<file path="src/rtl/run_sequencer.sv">
// run_sequencer
//   Host-side run controller for the 9-bit basic processor core. One run:
//   stream a byte block into core data memory, pulse Start, wait for Ack
//   (bounded by MAX_CYCLES), then stream a result block back out of memory.
//
// Ports
//   Clk, Reset        clock, synchronous active-high reset
//   Go                run request (sampled only while idle)
//   LoadBase/LoadLen  load window (len 0 skips the load)
//   DumpBase/DumpLen  dump window (len 0 skips the dump)
//   InValid/InData/InReady    input byte stream
//   OutValid/OutData/OutReady result byte stream
//   MemSel/MemWrEn/MemAddr/MemWrData/MemRdData  data-memory port
//   Start/Ack         core handshake
//   Busy/Done/Error/CycleCount  status

module run_sequencer #(
  parameter int          START_CYC  = 2,
  parameter logic [15:0] MAX_CYCLES = 16'hFFFF
) (
  input  logic        Clk,
  input  logic        Reset,
  input  logic        Go,
  input  logic [7:0]  LoadBase,
  input  logic [7:0]  LoadLen,
  input  logic [7:0]  DumpBase,
  input  logic [7:0]  DumpLen,
  input  logic        InValid,
  input  logic [7:0]  InData,
  output logic        InReady,
  output logic        OutValid,
  output logic [7:0]  OutData,
  input  logic        OutReady,
  output logic        MemSel,
  output logic        MemWrEn,
  output logic [7:0]  MemAddr,
  output logic [7:0]  MemWrData,
  input  logic [7:0]  MemRdData,
  output logic        Start,
  input  logic        Ack,
  output logic        Busy,
  output logic        Done,
  output logic        Error,
  output logic [15:0] CycleCount
);

  localparam int SCW = (START_CYC > 1) ? $clog2(START_CYC) : 1;

  typedef enum logic [2:0] {IDLE, LOAD, START, RUN, DUMP, DONE} state_t;

  state_t         state, state_nx;
  logic [7:0]     load_base, load_len, dump_base, dump_len;
  logic [7:0]     idx;
  logic [15:0]    run_cnt;
  logic [SCW-1:0] st_cnt;
  logic           error_q;

  // Registered output flags, decoded from the next state so they change
  // on the same edge as the state register.
  logic in_ready_q, out_valid_q, mem_sel_q, start_q, busy_q, done_q;

  logic        load_hs, dump_hs, load_last, dump_last, st_last;
  logic [15:0] run_inc;
  logic        timeout;

  // in_ready_q / out_valid_q are exactly "state is LOAD / DUMP".
  assign load_hs   = in_ready_q & InValid;
  assign dump_hs   = out_valid_q & OutReady;
  assign load_last = (idx == 8'(load_len - 8'd1));
  assign dump_last = (idx == 8'(dump_len - 8'd1));
  assign st_last   = (st_cnt == SCW'(START_CYC - 1));

  // Saturating run counter; timeout is judged on the value this cycle
  // will leave behind, so MAX_CYCLES RUN cycles elapse before it fires.
  assign run_inc = (run_cnt == 16'hFFFF) ? run_cnt : run_cnt + 16'd1;
  assign timeout = (run_inc >= MAX_CYCLES);

  always_comb begin
    state_nx = state;
    case (state)
      IDLE:  if (Go) state_nx = (LoadLen != 8'd0) ? LOAD : START;
      LOAD:  if (load_hs && load_last) state_nx = START;
      START: if (st_last) state_nx = RUN;
      RUN:   if (Ack || timeout) state_nx = (dump_len != 8'd0) ? DUMP : DONE;
      DUMP:  if (dump_hs && dump_last) state_nx = DONE;
      DONE:  state_nx = IDLE;
      default: state_nx = IDLE;
    endcase
  end

  always_ff @(posedge Clk) begin
    if (Reset) begin
      state       <= IDLE;
      load_base   <= '0;
      load_len    <= '0;
      dump_base   <= '0;
      dump_len    <= '0;
      idx         <= '0;
      run_cnt     <= '0;
      st_cnt      <= '0;
      error_q     <= 1'b0;
      in_ready_q  <= 1'b0;
      out_valid_q <= 1'b0;
      mem_sel_q   <= 1'b0;
      start_q     <= 1'b0;
      busy_q      <= 1'b0;
      done_q      <= 1'b0;
    end else begin
      state       <= state_nx;
      in_ready_q  <= (state_nx == LOAD);
      out_valid_q <= (state_nx == DUMP);
      mem_sel_q   <= (state_nx == LOAD) || (state_nx == DUMP);
      start_q     <= (state_nx == START);
      busy_q      <= (state_nx != IDLE);
      done_q      <= (state_nx == DONE);

      case (state)
        IDLE: if (Go) begin
          load_base <= LoadBase;
          load_len  <= LoadLen;
          dump_base <= DumpBase;
          dump_len  <= DumpLen;
          idx       <= '0;
          run_cnt   <= '0;
          st_cnt    <= '0;
          error_q   <= 1'b0;
        end
        // idx is shared: cleared at the end of the load so the dump
        // starts from offset 0.
        LOAD: if (load_hs) idx <= load_last ? 8'd0 : idx + 8'd1;
        START: st_cnt <= st_cnt + SCW'(1);
        RUN: begin
          run_cnt <= run_inc;
          // Ack in the timeout cycle wins: no error.
          if (!Ack && timeout) error_q <= 1'b1;
        end
        DUMP: if (dump_hs) idx <= idx + 8'd1;
        default: ;
      endcase
    end
  end

  assign InReady    = in_ready_q;
  assign OutValid   = out_valid_q;
  assign OutData    = MemRdData;
  assign MemSel     = mem_sel_q;
  assign MemWrEn    = in_ready_q & InValid;
  assign MemAddr    = in_ready_q  ? 8'(load_base + idx) :
                      out_valid_q ? 8'(dump_base + idx) : 8'd0;
  assign MemWrData  = in_ready_q ? InData : 8'd0;
  assign Start      = start_q;
  assign Busy       = busy_q;
  assign Done       = done_q;
  assign Error      = error_q;
  assign CycleCount = run_cnt;

endmodule

</file>
<file path="config.mk">
export PLATFORM = sky130hd
export DESIGN_NAME = run_sequencer
export DESIGN_NICKNAME = d
export VERILOG_FILES = /design/src/rtl/run_sequencer.sv
export SDC_FILE = /design/constraint.sdc
export NUM_CORES = 1
export LEC_CHECK = 0
export ABC_AREA = 0
export CAP_MARGIN = 20
export CORE_MARGIN = 2
export CORE_UTILIZATION = 55
export CTS_CLUSTER_DIAMETER = 100
export DETAILED_ROUTE_END_ITERATION = 8
export DONT_BUFFER_PORTS = 1
export PLACE_DENSITY = 0.71
export REMOVE_ABC_BUFFERS = 1
export SLEW_MARGIN = 0
export SYNTH_ARGS = -nofsm -noshare
export SYNTH_HDL_FRONTEND = slang
export SYNTH_SLANG_ARGS = --single-unit
</file>
<file path="constraint.sdc">
create_clock -name Clk -period 2.6 [get_ports Clk]
set_input_delay 0.13 -clock Clk [delete_from_list [all_inputs] [get_ports Clk]]
set_output_delay 0.13 -clock Clk [all_outputs]
set_load 0.03 [all_outputs]
</file>
==> results of run 1 <==
-- path summary, 6_finish.rpt --
path                                    start  cells after the start  slack (ns)           end
worst max-delay path            CycleCount[1]                      9        0.08         Error
worst max register to register  CycleCount[1]                      9        0.08         Error
worst min-delay path                    Reset                      2        0.03         Error
worst min register to register   load_base[6]                      2        0.47  load_base[6]
-- layout make-up --
cell class,count,area (µm²)
flip-flops and latches,67,1360
clock buffers,11,151
fillers,639,2460
clock inverters,5,85.1
repair buffers,81,703
multi-input cells,433,2770
well taps,102,128
inverters,9,33.8
-- what timing repair did --
| action | 4_1_cts | 5_1_grt |
|---|---|---|
| hold endpoints to repair | 54 | 0 |
| cloned | 0 | 0 |
| gates resized for setup | 3 | 21 |
| endpoints found under the setup margin | 2 | 10 |
| hold buffers | 34 | 0 |
| buffers inserted | 0 | 2 |
| pin swaps | 0 | 7 |
-- stage by stage --
stage	hold WS [ns]	TNS [ns]	cell area, µm²
global placement	0.205	0	4560
global route	0.00881	0	5230
detailed placement	0.207	0	4560
finish	0.0253	0	5230
floorplan	0.199	-2.44	4090
CTS	0.0178	0	5150
-- cells by family after synthesis --
kind of cell,count (synthesis)
compound gates,132
buf+inv,48
fa+ha+maj,20
mux,3
flops,67
xor+xnor,44
simple gates,234
-- report_power, final --
part / leakage [nW] / internal, mW / total (mW) / switching [mW]
Clock: 0.116 / 0.595 / 1.02 / 0.421
Combinational: 1.45 / 0.201 / 0.474 / 0.273
Sequential: 0.551 / 1.07 / 1.13 / 0.0556
Total: 2.12 / 1.87 / 2.62 / 0.749
-- flip-flops by register name, summed over array words and instances, names as in the netlist --
signal	count
OutValid	1
Start	1
Done	1
dump_base	8
MemSel	1
CycleCount	16
dump_len	8
Error	1
Busy	1
state	3
idx	8
st_cnt	1
InReady	1
load_len	8
load_base	8
-- worst max-delay path, stage by stage, from the launching register on --
cell and delay [ns]:
dfxtp_2 0.34, ha_4 0.18, buf_4 0.14, xnor2_1 0.11, nor3b_1 0.20, a21oi_1 0.06, or4_4 0.52, a2111o_1 0.44
or3_1 0.35, a21oi_2 0.11
-- cells in the final DEF, fill, tap and decap left out, types with 9 or more instances in the layout --
cell type       n
and2_1         10
a21oi_1        58
buf_4          47
clkbuf_8       11
nor3_1         11
o21ai_0        13
xor2_1         21
dfxtp_1        57
nand2_1        96
xnor2_1        23
nor2_1         43
nand3_1        10
a311oi_1       10
inv_1           9
ha_1           17
dlygate4sd3_1  33
dfxtp_2         9
a21o_1         12
-- metal layers --
metal  up-vias  routed length, µm
met3        33                693
met5         -                  0
li1       2033                  -
met2       143               5980
met4         0                348
met1      1921               4670
==> reports/qor.csv, run 1 <==
metric;value;unit
p_total;2.62;mW
vias;4130;
tightest_slew;0.606;ns
setup_slack;0.0797;ns
cts.sinks;67;
grt_overflow;0;
crit_arrival;2.81;ns
area_delta_synth_final;20.5;%
yosysTopAreaCellShare;0.309;
htree_num_levels;3;
grt_pass1_vias;4001;
cp.required;2.89;ns
drive_gt1_frac;0.165;
diodes;0;
grt_use_total;0.271;
gp_congestion;0.983;
hp-class;input pin to flip-flop;
synthSimpleGateAreaFrac;0.275;
grt_use_met2;0.491;
netlist_top_cells_area;dfxtp_1 31%, nand2_1 8.3%, a21oi_1 7.0%;
viasPerCell;5.83;
hpwlAfterDp;8.12;mm
slew-limit-headroom;0.595;
grt_setup_unrepaired;false;
start_util;0.564;
clkSlewWorstSetupHoldPaths;0.08;ns
io_pins;102;
p_leak;2.12;nW
nets;675;
finClkSkew;0.0101;ns
synthAdderAreaFrac;0.0611;
syn_area;4340;µm²
finalHoldViolations;0;
worstSkewPairLatency;0.35;ns
met1_usage;0.296;
placementRows;32;
gr-usage-met3;0.0659;
drcViolationCount;0;
core-area;7690;µm²
post-route-period-util;0.969;
setup_viol;0;
synth_compound_area_frac;0.193;
first_pass_iters;5;
ys_seq_area_frac;0.309;
busiest_layer;met2;
cts_tree;done;
grt_pass1_wl;18.7;mm
maxCapViolCount;0;
muxShareOfSynthArea;0.00692;
cts.path.max_buffers;2;
finalNonFillerCells;708;
status;finished clean;
pre_cts_slack;0.0473;ns
die-area;8620;µm²
yosysTopAreaCell;dfxtp_1;
synth_edf_count;0;
synth_flop_cell;dfxtp_1;
cts_root_buffer;clkbuf_8;
antenna_left;0;
post_synth_xor_area_fraction;0.0888;
yosysWarnings;0;
die_y;92.8;µm
async_flop_share;0;
critical_path.max_fanout;5;
grt_max_degree;54;
synth_top_family_by_area;simple AND/OR/NAND/NOR gates;
antenna_found_initial;0;
synthDistinctLibCells;62;
yosys-top-cells-count;96 x nand2_1, 67 x dfxtp_1, 61 x a21oi_1, 43 x nor2_1, 23 x xnor2_1;
finalCriticalPeriod;2.52;ns
wl_per_cell;16.5;µm
die_w;92.8;µm
max_freq;397;MHz
syn_avg_cell_area;7.92;µm²
first_iter_violations;206;
final_core_util;0.680;
yosysMostFrequentCell;nand2_1;
cp-end-kind;flip-flop;
ys_seq_elements;67;
start_kind;flip-flop;
syn_inst;548;
power_density;500;nW/µm²
critPathKind;flip-flop to flip-flop;
numPortBuffers;0;
wirelength;11.7;mm
numCtsBuffers;9;
slew_violations;0;
post-place-cells;656;
vdd_drop_max;261;µV
Note: power is estimated with default switching activity, not from simulation.
==> inputs of run 2 (changes only) <==
- CORE_MARGIN: 2 -> 5
==> run 2 against run 1 <==
  * Global-route usage down 3.2 points
  * Fmax up 0.95%
  * Sequential share of layout area up 0.30 points
  * Die area up 13%
  * Critical path type unchanged
  * Largest power group unchanged
==> reports/qor.csv, run 2 (same netlist as run 1, synthesis figures left out) <==
metric;value;unit
status;finished clean;
p_total;2.44;mW
cts.path.max_buffers;2;
grt_use_total;0.239;
final_core_util;0.669;
viasPerCell;5.89;
hpwlAfterDp;8.23;mm
wl_per_cell;16.6;µm
met1_usage;0.286;
largest_reg_flops;16;
cts.sinks;67;
maxCapViolCount;0;
cts_root_buffer;clkbuf_8;
p_int;1.73;mW
tightest_slew;0.587;ns
wirelength;11.6;mm
crit_arrival;2.77;ns
drive_gt1_frac;0.146;
pwr-share-comb;0.194;
worstSkewPairLatency;0.34;ns
pwr-share-seq;0.463;
die-area;9770;µm²
grt_use_met2;0.407;
grt_max_degree;54;
busiest_layer;met2;
cp.required;2.88;ns
start_util;0.564;
dpl_cell_area;4540;µm²
drcViolationCount;0;
start_kind;flip-flop;
cts_tree;done;
final_cell_mix;96 x nand2_1, 61 x dfxtp_1, 60 x a21oi_1, 43 x nor2_1, 43 x buf_4;
io_pins;102;
critPathKind;flip-flop to flip-flop;
slew_violations;0;
pwr-share-clk;0.344;
gr-usage-met3;0.0573;
grt_pass1_vias;4064;
post-place-cells;654;
antenna_found_initial;0;
vias;4138;
fin_area;5140;µm²
cp-end-kind;flip-flop;
vdd_drop_max;315;µV
area_delta_synth_final;18.5;%
setup_viol;0;
finalNonFillerCells;703;
finClkSkew;0.00711;ns
clkSlewWorstSetupHoldPaths;0.07;ns
core-area;7690;µm²
max_freq;401;MHz
post-route-period-util;0.960;
slew-limit-headroom;0.608;
grt_overflow;0;
min_path_cells;2;
p_leak;2.09;nW
layout_commonest_cell;nand2_1;
finalHoldViolations;0;
power_density;475;nW/µm²
die_y;98.8;µm
htree_num_levels;3;
rr_worst_depth;7;
numCtsBuffers;9;
first_iter_violations;208;
pre_cts_slack;-0.0114;ns
finalCriticalPeriod;2.50;ns
placementRows;32;
gp_congestion;0.908;
netSwitchingFraction;0.291;
first_pass_iters;4;
hp-class;input pin to flip-flop;
diodes;0;
n_fill_cell;675;
numPortBuffers;0;
grt_pass1_wl;19.3;mm
die_w;98.8;µm
nets;672;
power_switching;0.711;mW
critical_path.max_fanout;9;
antenna_left;0;
setup_slack;0.103;ns
## run 2: final cells by class
cell class	instances	area, µm²	area share
tap	102	128	0.0248
timing repair buffer	78	684	0.133
inverter	9	33.8	0.00657
clock inverter	3	40.0	0.00779
clock buffer	11	141	0.0275
multi-input combinational	433	2770	0.538
sequential	67	1350	0.262
## run 2: metal layers
| metal | part of all wire | up-vias |
|---|---|---|
| met5 | 0 | - |
| li1 | - | 2023 |
| met4 | 0.020 | 0 |
| met2 | 0.50 | 126 |
| met3 | 0.069 | 19 |
| met1 | 0.41 | 1970 |
## run 2: worst paths after layout
| check | startpoint | endpoint | slack (ns) |
|---|---|---|---|
| hold / removal | Reset | Error | 0.04 |
| setup / recovery | CycleCount[7] | Error | 0.10 |
| setup reg to reg | CycleCount[7] | Error | 0.10 |
| hold reg to reg | load_base[5] | load_base[5] | 0.46 |
## run 2: per-stage QoR
stage          setup TNS [ns]  hold slack [ns]
6_report                    0           0.0416
5_1_grt               -0.0455           0.0371
4_1_cts                     0           0.0332
3_5_place_dp          -0.0186            0.209
3_3_place_gp                0            0.208
2_1_floorplan           -2.44            0.199
## run 2: worst max-delay path, stage by stage (launching register included)
cell	delay [ns]
dfxtp_1	0.37
nand4_4	0.21
nor4_4	0.37
a21oi_1	0.11
or4_4	0.52
a2111o_1	0.38
or3_1	0.33
a21oi_1	0.13
## run 2: repair_timing
item                                   4_1_cts  5_1_grt
hold buffers                                34        0
gates resized for setup                      5       13
buffers inserted                             0        1
setup endpoints to repair                    5       11
pin swaps                                    0        2
endpoints found under the hold margin       54        0
## run 2: power by group through the flow
stage	logic [mW]	clock network [mW]	registers [mW]
after floorplan	0.295	0	1.15
after global placement	0.395	0	1.15
after detailed placement	0.407	0	1.15
after CTS	0.465	0.856	1.13
after global routing	0.524	0.904	1.13
final	0.472	0.838	1.13
==> inputs of run 3 (changes only) <==
--- a/config.mk
+++ b/config.mk
@@ -11,4 +11,5 @@
 export CORE_UTILIZATION = 55
 export CTS_CLUSTER_DIAMETER = 100
+export CTS_CLUSTER_SIZE = 16
 export DETAILED_ROUTE_END_ITERATION = 8
 export DONT_BUFFER_PORTS = 1
==> constraint.sdc (replaced) <==
create_clock -name Clk -period 2.6 [get_ports Clk]
set_input_delay 0.26 -clock Clk [delete_from_list [all_inputs] [get_ports Clk]]
set_output_delay 0.26 -clock Clk [all_outputs]
set_load 0.03 [all_outputs]
==> run 3 against run 2 <==
  * Die area is the same
  * Cell area down 3.2%
  * Critical endpoint is now Start
  * Global-route usage fell by 1.0 points
  * Count of clock-buffer cells in the layout rose by 1
  * The run now ends with setup timing left
  * Critical path type unchanged
  * Utilization down 2.1 points
  * Routed wire length decreased by 1.6%
  * Critical path depth is 4 higher
  * Via count shrank 2.1%
  * Setup slack worse by 0.15 ns
  * First-iteration DRC count increased by 29%
==> reports/qor.csv, run 3 (same netlist as run 1, synthesis figures left out) <==
metric;value;unit
status;finished, violations left;
violations;setup timing;
worstSkewPairLatency;0.35;ns
cp.depth;11;
rr_worst_depth;11;
cpMaxStageDelayCell;or4_4;
grt_pass1_wl;18.3;mm
max_freq;378;MHz
p_int;1.76;mW
p_leak;2.03;nW
slowest_delay;0.52;ns
numPortBuffers;0;
first_pass_iters;4;
path_buf_inv;3;
die_y;98.8;µm
drive_gt1_frac;0.198;
cts_root_buffer;clkbuf_8;
cts.path.max_buffers;2;
largest_reg_flops;16;
drcViolationCount;0;
critPathKind;flip-flop to flip-flop;
power_switching;0.741;mW
slew-limit-headroom;0.612;
power_density;503;nW/µm²
grt_max_degree;54;
post-route-period-util;1.02;
setup_viol;3;
placementRows;32;
pwr-share-clk;0.374;
crit_arrival;2.88;ns
n_fill_cell;697;
dpl_cell_area;4540;µm²
tightest_slew;0.582;ns
die_w;98.8;µm
area_delta_synth_final;14.7;%
grt_overflow;0;
cts.sinks;67;
cp-end-kind;flip-flop;
crit_top_cell;buf_4;
maxCapViolCount;0;
nets;650;
wl_per_cell;16.8;µm
pwr-share-comb;0.174;
htree_num_levels;3;
critical_path.max_fanout;6;
die-area;9770;µm²
core-area;7690;µm²
crit_end;Start;
cp.required;2.84;ns
diodes;0;
viasPerCell;5.93;
fin_area;4980;µm²
final_core_util;0.648;
grt_setup_unrepaired;true;
finalCriticalPeriod;2.65;ns
finalNonFillerCells;683;
first_iter_violations;269;
grt_pass1_vias;3935;
layout_commonest_cell;nand2_1;
setup_slack;-0.0458;ns
hp-class;input pin to flip-flop;
start_kind;flip-flop;
clkSlewWorstSetupHoldPaths;0.08;ns
cts_tree;done;
p_total;2.50;mW
io_pins;102;
critPathTopFamily;simple AND/OR/NAND/NOR gates;
slew_violations;0;
antenna_found_initial;0;
r2r-end;Start;
crit_start;CycleCount[1];
wirelength;11.4;mm
final_cell_mix;96 x nand2_1, 58 x a21oi_1, 57 x dfxtp_1, 53 x buf_4, 42 x nor2_1;
vias;4050;
gp_congestion;0.866;
finalHoldViolations;0;
numCtsBuffers;9;
vdd_drop_max;250;µV
antenna_left;0;
grt_use_total;0.228;
start_util;0.564;
post-place-cells;654;
pwr-share-seq;0.452;
finClkSkew;0.00791;ns
crit_chain;ha_4 -> buf_4 -> xnor2_1 -> nor3b_1 -> a21oi_1 -> or4_4 -> a2111o_1 -> buf_4 -> a21oi_2 -> buf_4 -> nor3b_2;
hpwlAfterDp;8.13;mm
r2r_slack;-0.05;ns
netSwitchingFraction;0.296;
r2r-start;CycleCount[1];
-- run 3: cell count changes in the layout (fill, tap and decap cells not counted), sizes merged --
cell         delta
clkinvlp        +1
clkbuf          +1
dlygate4sd3    -33
buf            +11
-- run 3: repair_timing --
action,4_1_cts,5_1_grt
pin swaps,4,21
gates cloned,0,0
endpoints found under the setup margin,4,12
buffers inserted,0,12
endpoints found under the hold margin,53,0
resized for setup,10,25
hold buffers,1,0
-- run 3: metal layers --
layer  track usage  vias to the layer above  wire [µm]
li1              -                     1985          -
met1         0.270                     1874       4610
met2         0.382                      161       5690
met3        0.0552                       30        787
met4         0.118                        0        363
met5             0                        -          0
-- run 3: metrics by stage --
step	hold slack [ns]	setup TNS [ns]	worst slack (ns)
after floorplan	0.329	-2.44	-0.342
after global placement	0.338	0	0.0851
after detailed placement	0.342	0	0.0123
after CTS	0.0271	0	0.0000848
after global routing	0.0277	-0.489	-0.0941
final	0.0333	-0.0824	-0.0458
-- run 3: how the worst min path moves through the flow --
stage,to,cells after the start,startpoint
2_1_floorplan,Busy,1,Reset
3_3_place_gp,load_base[5],1,Reset
3_5_place_dp,CycleCount[6],1,Reset
4_1_cts,dump_len[4],2,DumpLen[4]
5_1_grt,load_len[0],2,LoadLen[0]
6_report,load_len[0],2,LoadLen[0]
-- run 3: worst register-to-register path, delay by kind of cell, from the launching register on --
kind	cells	cell delay (ns)
adders and majority gates	1	0.18
DFF	1	0.34
buffers and inverters	3	0.43
and+or+nand+nor	3	0.81
AOI/OAI and AO/OA	3	0.63
xor gates and xnor gates	1	0.12
-- run 3: power by group through the flow --
| stage | Sequential [mW] | Clock [mW] | Combinational (mW) |
|---|---|---|---|
| finish | 1.13 | 0.937 | 0.436 |
| detailed placement | 1.15 | 0 | 0.405 |
| CTS | 1.13 | 0.946 | 0.425 |
| floorplan | 1.15 | 0 | 0.295 |
| global route | 1.14 | 0.997 | 0.480 |
| global placement | 1.15 | 0 | 0.392 |
-- run 3: final cells by class --
cell class	count	area [µm²]	share of cell area
clock inverter	4	47.5	0.00955
clock buffer	12	165	0.0332
timing repair buffer	56	449	0.0902
multi-input combinational	433	2800	0.562
inverter	9	33.8	0.00679
sequential	67	1360	0.272
tap	102	128	0.0256
